**config.mk**
```make
export PLATFORM = sky130hd
export DESIGN_NAME = acc_req_rr_arbiter
export DESIGN_NICKNAME = d
export VERILOG_FILES = /design/src/rtl/acc_req_rr_arbiter.sv
export SDC_FILE = /design/constraint.sdc
export NUM_CORES = 1
export LEC_CHECK = 0
export CAP_MARGIN = 20
export CELL_PAD_IN_SITES_DETAIL_PLACEMENT = 0
export CELL_PAD_IN_SITES_GLOBAL_PLACEMENT = 1
export CORE_AREA = 8 8 264 266
export DETAILED_ROUTE_END_ITERATION = 10
export DIE_AREA = 0 0 272 274
export DONT_BUFFER_PORTS = 1
export GPL_TIMING_DRIVEN = 0
export PLACE_DENSITY = 0.37
export REMOVE_ABC_BUFFERS = 1
export SETUP_SLACK_MARGIN = 0.1
export SYNTH_ARGS = -nofsm -noshare
export SYNTH_HDL_FRONTEND = slang
export SYNTH_SLANG_ARGS = --single-unit
export TNS_END_PERCENT = 10
```
**constraint.sdc**
```tcl
create_clock -name clk -period 6.86 [get_ports clk]
set_input_delay 1.029 -clock clk [delete_from_list [all_inputs] [get_ports clk]]
set_output_delay 1.029 -clock clk [all_outputs]
set_load 0.02 [all_outputs]
```
**src/rtl/acc_req_rr_arbiter.sv**
```systemverilog
// rtl/acc_req_rr_arbiter.sv - round-robin C-bus request arbiter with ID extension and response routing
module acc_req_rr_arbiter #(
    parameter int NumReq         = 8,
    parameter int AddrWidth      = 6,
    parameter int DataWidth      = 32,
    parameter int IdWidth        = 1,
    parameter int MaxOutstanding = 4,
    localparam int ExtIdWidth    = IdWidth + $clog2(NumReq)
) (
    input  logic                           clk,
    input  logic                           rst_n,
    input  logic [NumReq-1:0]              req_valid_i,
    output logic [NumReq-1:0]              req_ready_o,
    input  logic [NumReq*AddrWidth-1:0]    req_addr_i,
    input  logic [NumReq*DataWidth-1:0]    req_data_i,
    input  logic [NumReq*IdWidth-1:0]      req_id_i,
    output logic                           mst_req_valid_o,
    input  logic                           mst_req_ready_i,
    output logic [AddrWidth-1:0]           mst_req_addr_o,
    output logic [DataWidth-1:0]           mst_req_data_o,
    output logic [ExtIdWidth-1:0]          mst_req_id_o,
    input  logic                           mst_rsp_valid_i,
    output logic                           mst_rsp_ready_o,
    input  logic [DataWidth-1:0]           mst_rsp_data_i,
    input  logic [ExtIdWidth-1:0]          mst_rsp_id_i,
    output logic [NumReq-1:0]              rsp_valid_o,
    input  logic [NumReq-1:0]              rsp_ready_i,
    output logic [NumReq*DataWidth-1:0]    rsp_data_o,
    output logic [NumReq*IdWidth-1:0]      rsp_id_o,
    output logic                           rsp_err_o
);
    localparam int IdxW = $clog2(NumReq);
    localparam int CntW = $clog2(MaxOutstanding + 1);

    logic [CntW-1:0]      cnt [NumReq];
    logic [IdxW-1:0]      ptr;
    logic [NumReq-1:0]    eligible;
    logic [NumReq-1:0]    inc;
    logic [NumReq-1:0]    dec;
    logic                 any_all;
    logic                 any_hi;
    logic [IdxW-1:0]      low_all;
    logic [IdxW-1:0]      low_hi;
    logic [IdxW-1:0]      winner;
    logic                 take;
    logic                 grant;
    logic [AddrWidth-1:0] sel_addr;
    logic [DataWidth-1:0] sel_data;
    logic [IdWidth-1:0]   sel_id;
    logic [IdxW-1:0]      rsp_idx;
    logic                 idx_ok;
    logic                 route_ready;

    always_comb begin
        for (int i = 0; i < NumReq; i++) begin
            eligible[i] = req_valid_i[i] && (cnt[i] < CntW'(MaxOutstanding));
        end
    end

    // Lowest eligible index at or above the pointer wins; otherwise wrap to the lowest overall.
    always_comb begin
        any_all = 1'b0;
        any_hi  = 1'b0;
        low_all = '0;
        low_hi  = '0;
        for (int i = NumReq - 1; i >= 0; i--) begin
            if (eligible[i]) begin
                any_all = 1'b1;
                low_all = IdxW'(i);
            end
            if (eligible[i] && (i >= int'(ptr))) begin
                any_hi = 1'b1;
                low_hi = IdxW'(i);
            end
        end
        winner = any_hi ? low_hi : low_all;
    end

    assign take  = !mst_req_valid_o || mst_req_ready_i;
    assign grant = take && any_all;

    always_comb begin
        sel_addr = '0;
        sel_data = '0;
        sel_id   = '0;
        for (int i = 0; i < NumReq; i++) begin
            req_ready_o[i] = grant && (winner == IdxW'(i));
            inc[i]         = req_ready_o[i];
            if (winner == IdxW'(i)) begin
                sel_addr = req_addr_i[i*AddrWidth +: AddrWidth];
                sel_data = req_data_i[i*DataWidth +: DataWidth];
                sel_id   = req_id_i[i*IdWidth +: IdWidth];
            end
        end
    end

    always_ff @(posedge clk or posedge rst_n) begin
        if (rst_n) begin
            mst_req_valid_o <= 1'b0;
            mst_req_addr_o  <= '0;
            mst_req_data_o  <= '0;
            mst_req_id_o    <= '0;
            ptr             <= '0;
        end else begin
            if (grant) begin
                mst_req_valid_o <= 1'b1;
                mst_req_addr_o  <= sel_addr;
                mst_req_data_o  <= sel_data;
                mst_req_id_o    <= {winner, sel_id};
                ptr             <= (winner == IdxW'(NumReq - 1)) ? '0 : winner + IdxW'(1);
            end else if (mst_req_ready_i) begin
                mst_req_valid_o <= 1'b0;
            end
        end
    end

    // A response only routes when its index exists and that requester has something outstanding.
    assign rsp_idx = mst_rsp_id_i[ExtIdWidth-1:IdWidth];

    always_comb begin
        idx_ok      = 1'b0;
        route_ready = 1'b0;
        for (int i = 0; i < NumReq; i++) begin
            if ((rsp_idx == IdxW'(i)) && (cnt[i] != '0)) begin
                idx_ok      = 1'b1;
                route_ready = rsp_ready_i[i];
            end
        end
    end

    assign mst_rsp_ready_o = idx_ok ? route_ready : 1'b1;

    always_comb begin
        for (int i = 0; i < NumReq; i++) begin
            rsp_valid_o[i] = mst_rsp_valid_i && idx_ok && (rsp_idx == IdxW'(i));
            dec[i]         = rsp_valid_o[i] && rsp_ready_i[i];
        end
    end

    assign rsp_data_o = {NumReq{mst_rsp_data_i}};
    assign rsp_id_o   = {NumReq{mst_rsp_id_i[IdWidth-1:0]}};

    always_ff @(posedge clk or posedge rst_n) begin
        if (rst_n) begin
            rsp_err_o <= 1'b0;
            for (int i = 0; i < NumReq; i++) begin
                cnt[i] <= '0;
            end
        end else begin
            rsp_err_o <= mst_rsp_valid_i && !idx_ok;
            for (int i = 0; i < NumReq; i++) begin
                if (inc[i] && !dec[i]) begin
                    cnt[i] <= cnt[i] + CntW'(1);
                end else if (dec[i] && !inc[i]) begin
                    cnt[i] <= cnt[i] - CntW'(1);
                end
            end
        end
    end
endmodule

```
==> results of run 1 <==
## cell usage after synthesis (2+ instances only)
library cell	count
buf_4	266
nand2_1	138
a21oi_1	100
dfrtp_1	71
clkbuf_1	61
nor2_1	60
o21ai_0	52
and2_1	39
nand3_1	39
a211oi_1	32
nand3b_1	31
o2111ai_1	31
o311ai_0	29
nor3_1	23
a221oi_1	17
xor2_1	16
inv_1	15
ha_1	14
buf_2	12
buf_1	11
nand2b_1	11
o211ai_1	10
nor2b_1	9
a22oi_1	8
fa_1	8
mux2_2	8
xnor2_1	8
o22ai_1	6
and4_1	3
nand4_1	3
o311a_1	3
and3_1	2
buf_6	2
nor3b_1	2
nor4_1	2
o21ai_1	2
o311ai_1	2
or4_1	2
## per-stage QoR
stage	worst slack (ps)	cell area (sq um)	setup TNS, ps	std cells	util
floorplan	-483.1	6284	-19660	812	-
global placement	-8237	7365	-454180	1676	0.1128
detailed placement	356.8	7874	0	1695	0.1206
CTS	596.9	8154	0	1711	0.1249
global route	273.7	8159	0	1713	0.1250
finish	678.1	8162	0	1714	0.1250
## metal layers
| metal | GRT usage | vias up |
|---|---|---|
| met4 | 0.07511 | 4 |
| met2 | 0.2230 | 584 |
| met3 | 0.09565 | 63 |
| met5 | 0.01644 | - |
| li1 | - | 3198 |
| met1 | 0.1544 | 3812 |
## worst paths after layout
path                                          start                       endpoint  slack (ps)  depth (start not counted)
worst max register to register  cnt[23]$_DFFE_PP0P_             cnt[5]$_DFFE_PP0P_         980                         16
worst max-delay path                 req_valid_i[0]                 req_ready_o[6]         680                         10
worst min-delay path            cnt[23]$_DFFE_PP0P_            cnt[23]$_DFFE_PP0P_         490                          1
worst min register to register  cnt[23]$_DFFE_PP0P_            cnt[23]$_DFFE_PP0P_         490                          1
min in group asynchronous                     rst_n             ptr[2]$_DFFE_PP0P_         580                          1
max in group asynchronous                     rst_n  mst_req_addr_o[0]$_DFFE_PP0P_        5640                          2
## registers in the layout (all words and copies together), names as in the netlist
signal / cells
mst_req_data_o: 32
mst_req_id_o: 4
cnt: 24
ptr: 3
rsp_err_o: 1
mst_req_addr_o: 6
mst_req_valid_o: 1
## cells by family after synthesis
| family | after synthesis | share of synthesized area |
|---|---|---|
| AND/OR/NAND/NOR | 370 | 0.2110 |
| buffers and inverters | 368 | 0.2791 |
| AO/OA/AOI/OAI | 301 | 0.2304 |
| flip-flops | 71 | 0.2058 |
| XOR/XNOR | 24 | 0.02435 |
| adder cells (fa/ha/maj) | 22 | 0.03884 |
| multiplexers | 8 | 0.01044 |
## layout make-up
cell class / count / area [sq um] / share of cell area
inverters: 16 / 62.56 / 0.007665
clock buffers: 9 / 225.2 / 0.02759
clock inverters: 7 / 55.05 / 0.006745
multi-input cells: 725 / 4553 / 0.5579
well taps: 864 / 1081 / 0.1325
flip-flops and latches: 71 / 1777 / 0.2177
diodes: 3 / 7.507 / 0.0009198
repair buffers: 19 / 400.4 / 0.04906
## worst max-delay path: cells and delay by family
| kind | cells | cell delay (ps) |
|---|---|---|
| and+or+nand+nor | 5 | 2170 |
| buffers and inverters | 3 | 980 |
| adders and majority gates | 1 | 440 |
| AOI/OAI and AO/OA | 1 | 480 |
## report_power, final
part / switching, mW / total [mW] / internal (mW) / leakage, nW
sequential: 0.395 / 1.03 / 0.637 / 0.849
combinational: 2.29 / 3.56 / 1.28 / 1.53
clock: 0.256 / 0.507 / 0.251 / 0.138
total: 2.94 / 5.10 / 2.16 / 2.52
==> impl_metrics.env, run 1 <==
export IMPL_fin_skew_ps=20.28
export IMPL_run_status="finished clean"
export IMPL_clkSinkCount=71
export IMPL_fin_total_pwr_mw=5.102
export IMPL_drive_above_1_share=0.07320
export IMPL_met3_wirelength_um=8355
export IMPL_synthArstFlopShare=1.000
export IMPL_drc=0
export IMPL_synth_top_area_frac=0.2313
export IMPL_fp_dieH_um=274
export IMPL_start_util=0.1323
export IMPL_rsz0062_at_grt="false"
export IMPL_critPathRequiredTime_ps=5830
export IMPL_n_fill_cell=7571
export IMPL_synth_area_sq_um=8633
export IMPL_crit_fanout=33
export IMPL_wl_per_cell_um=33.46
export IMPL_drv_slew=0
export IMPL_worstSetupStartpointType="primary input"
export IMPL_portBuffers=0
export IMPL_cap_violations=0
export IMPL_grt_usage=0.1468
export IMPL_synth_area_top_cells="buf_4 23%, dfrtp_1 21%, nand2_1 6.0%"
export IMPL_gp_congestion=0.7538
export IMPL_cts_path_max_buffers=2
export IMPL_drtAntennaViolNets=0
export IMPL_min_period_over_period=0.9012
export IMPL_area_growth_pct=-5.464
export IMPL_criticalPathCategory="in -> out"
export IMPL_clock_fmax_mhz=161.8
export IMPL_synth_edf_count=0
export IMPL_end_kind="output port"
export IMPL_grt_pass1_vias=8214
export IMPL_via_count=7661
export IMPL_cp_cell_sequence="nand2b_1 > nor4_1 > nor3_4 > buf_16 > and4_1 > a2111o_1 > inv_1 > ha_4 > clkinv_1 > nor3_1"
export IMPL_critical_path_arrival_ps=5150
export IMPL_yosys_area_top_type="buf_4"
export IMPL_min_delay_path_class="reg -> reg"
export IMPL_report_final_setup_viol=0
export IMPL_grt_antenna_before_repair=6
export IMPL_ios=693
export IMPL_yosysSeqAreaShare=0.2058
export IMPL_die_area_sq_um=74530
export IMPL_slew_headroom=0.1924
export IMPL_layout_commonest_cell="nand2_1"
export IMPL_path_clk_slew_ps=80
export IMPL_post_cts_setup_buffer_count=0
export IMPL_rows=94
export IMPL_first_pass_iters=5
export IMPL_grt_pass1_wl_um=75890
export IMPL_core_sq_um=65280
export IMPL_cts_buffers=9
export IMPL_cts_resized_gates=0
export IMPL_cts_root_buffer="clkbuf_16"
export IMPL_fp_dieW_um=272
export IMPL_gr_total_overflow=0
export IMPL_cts_hold_buffers=0
export IMPL_grt_max_degree=57
export IMPL_syn_inst=1164
export IMPL_finalCriticalPeriod_ps=6182
export IMPL_leakagePower_nw=2.516
export IMPL_dp_hpwl_um=46040
export IMPL_avgSynthCellArea_sq_um=7.417
export IMPL_hold_viol=0
export IMPL_drt_iter0_drc=460
export IMPL_synth_flop_cell="dfrtp_1"
export IMPL_vdd_drop_max_mv=0.2258
export IMPL_ys_types=54
export IMPL_wirelength_um=57350
export IMPL_highest_layer="met5"
export IMPL_cts_max_level=3
export IMPL_final_cell_mix="138 x nand2_1, 99 x a21oi_1, 71 x dfrtp_1"
export IMPL_slowest_delay_ps=980
export IMPL_nNetsFinal=1232
export IMPL_synth_seq_cells=71
export IMPL_wl_met2_um=24890
export IMPL_clock_latency_ps=380
export IMPL_yosysWarnings=0
export IMPL_whs_ps=492.1
export IMPL_viasPerCell=4.470
export IMPL_worst_pin_slew_ps=1211
export IMPL_wl_met1_um=21010
export IMPL_p_per_area_nw_per_um2=625.1
export IMPL_slowest_stage="nor3_1"
export IMPL_tritoncts="yes"
Power figures use the tool's default switching activity.
==> run 2: changes to the inputs <==
Settings changed: HOLD_SLACK_MARGIN set to 0.03.
==> results of run 2 <==
The final DEF is identical to that of run 1; final timing and power are the same.
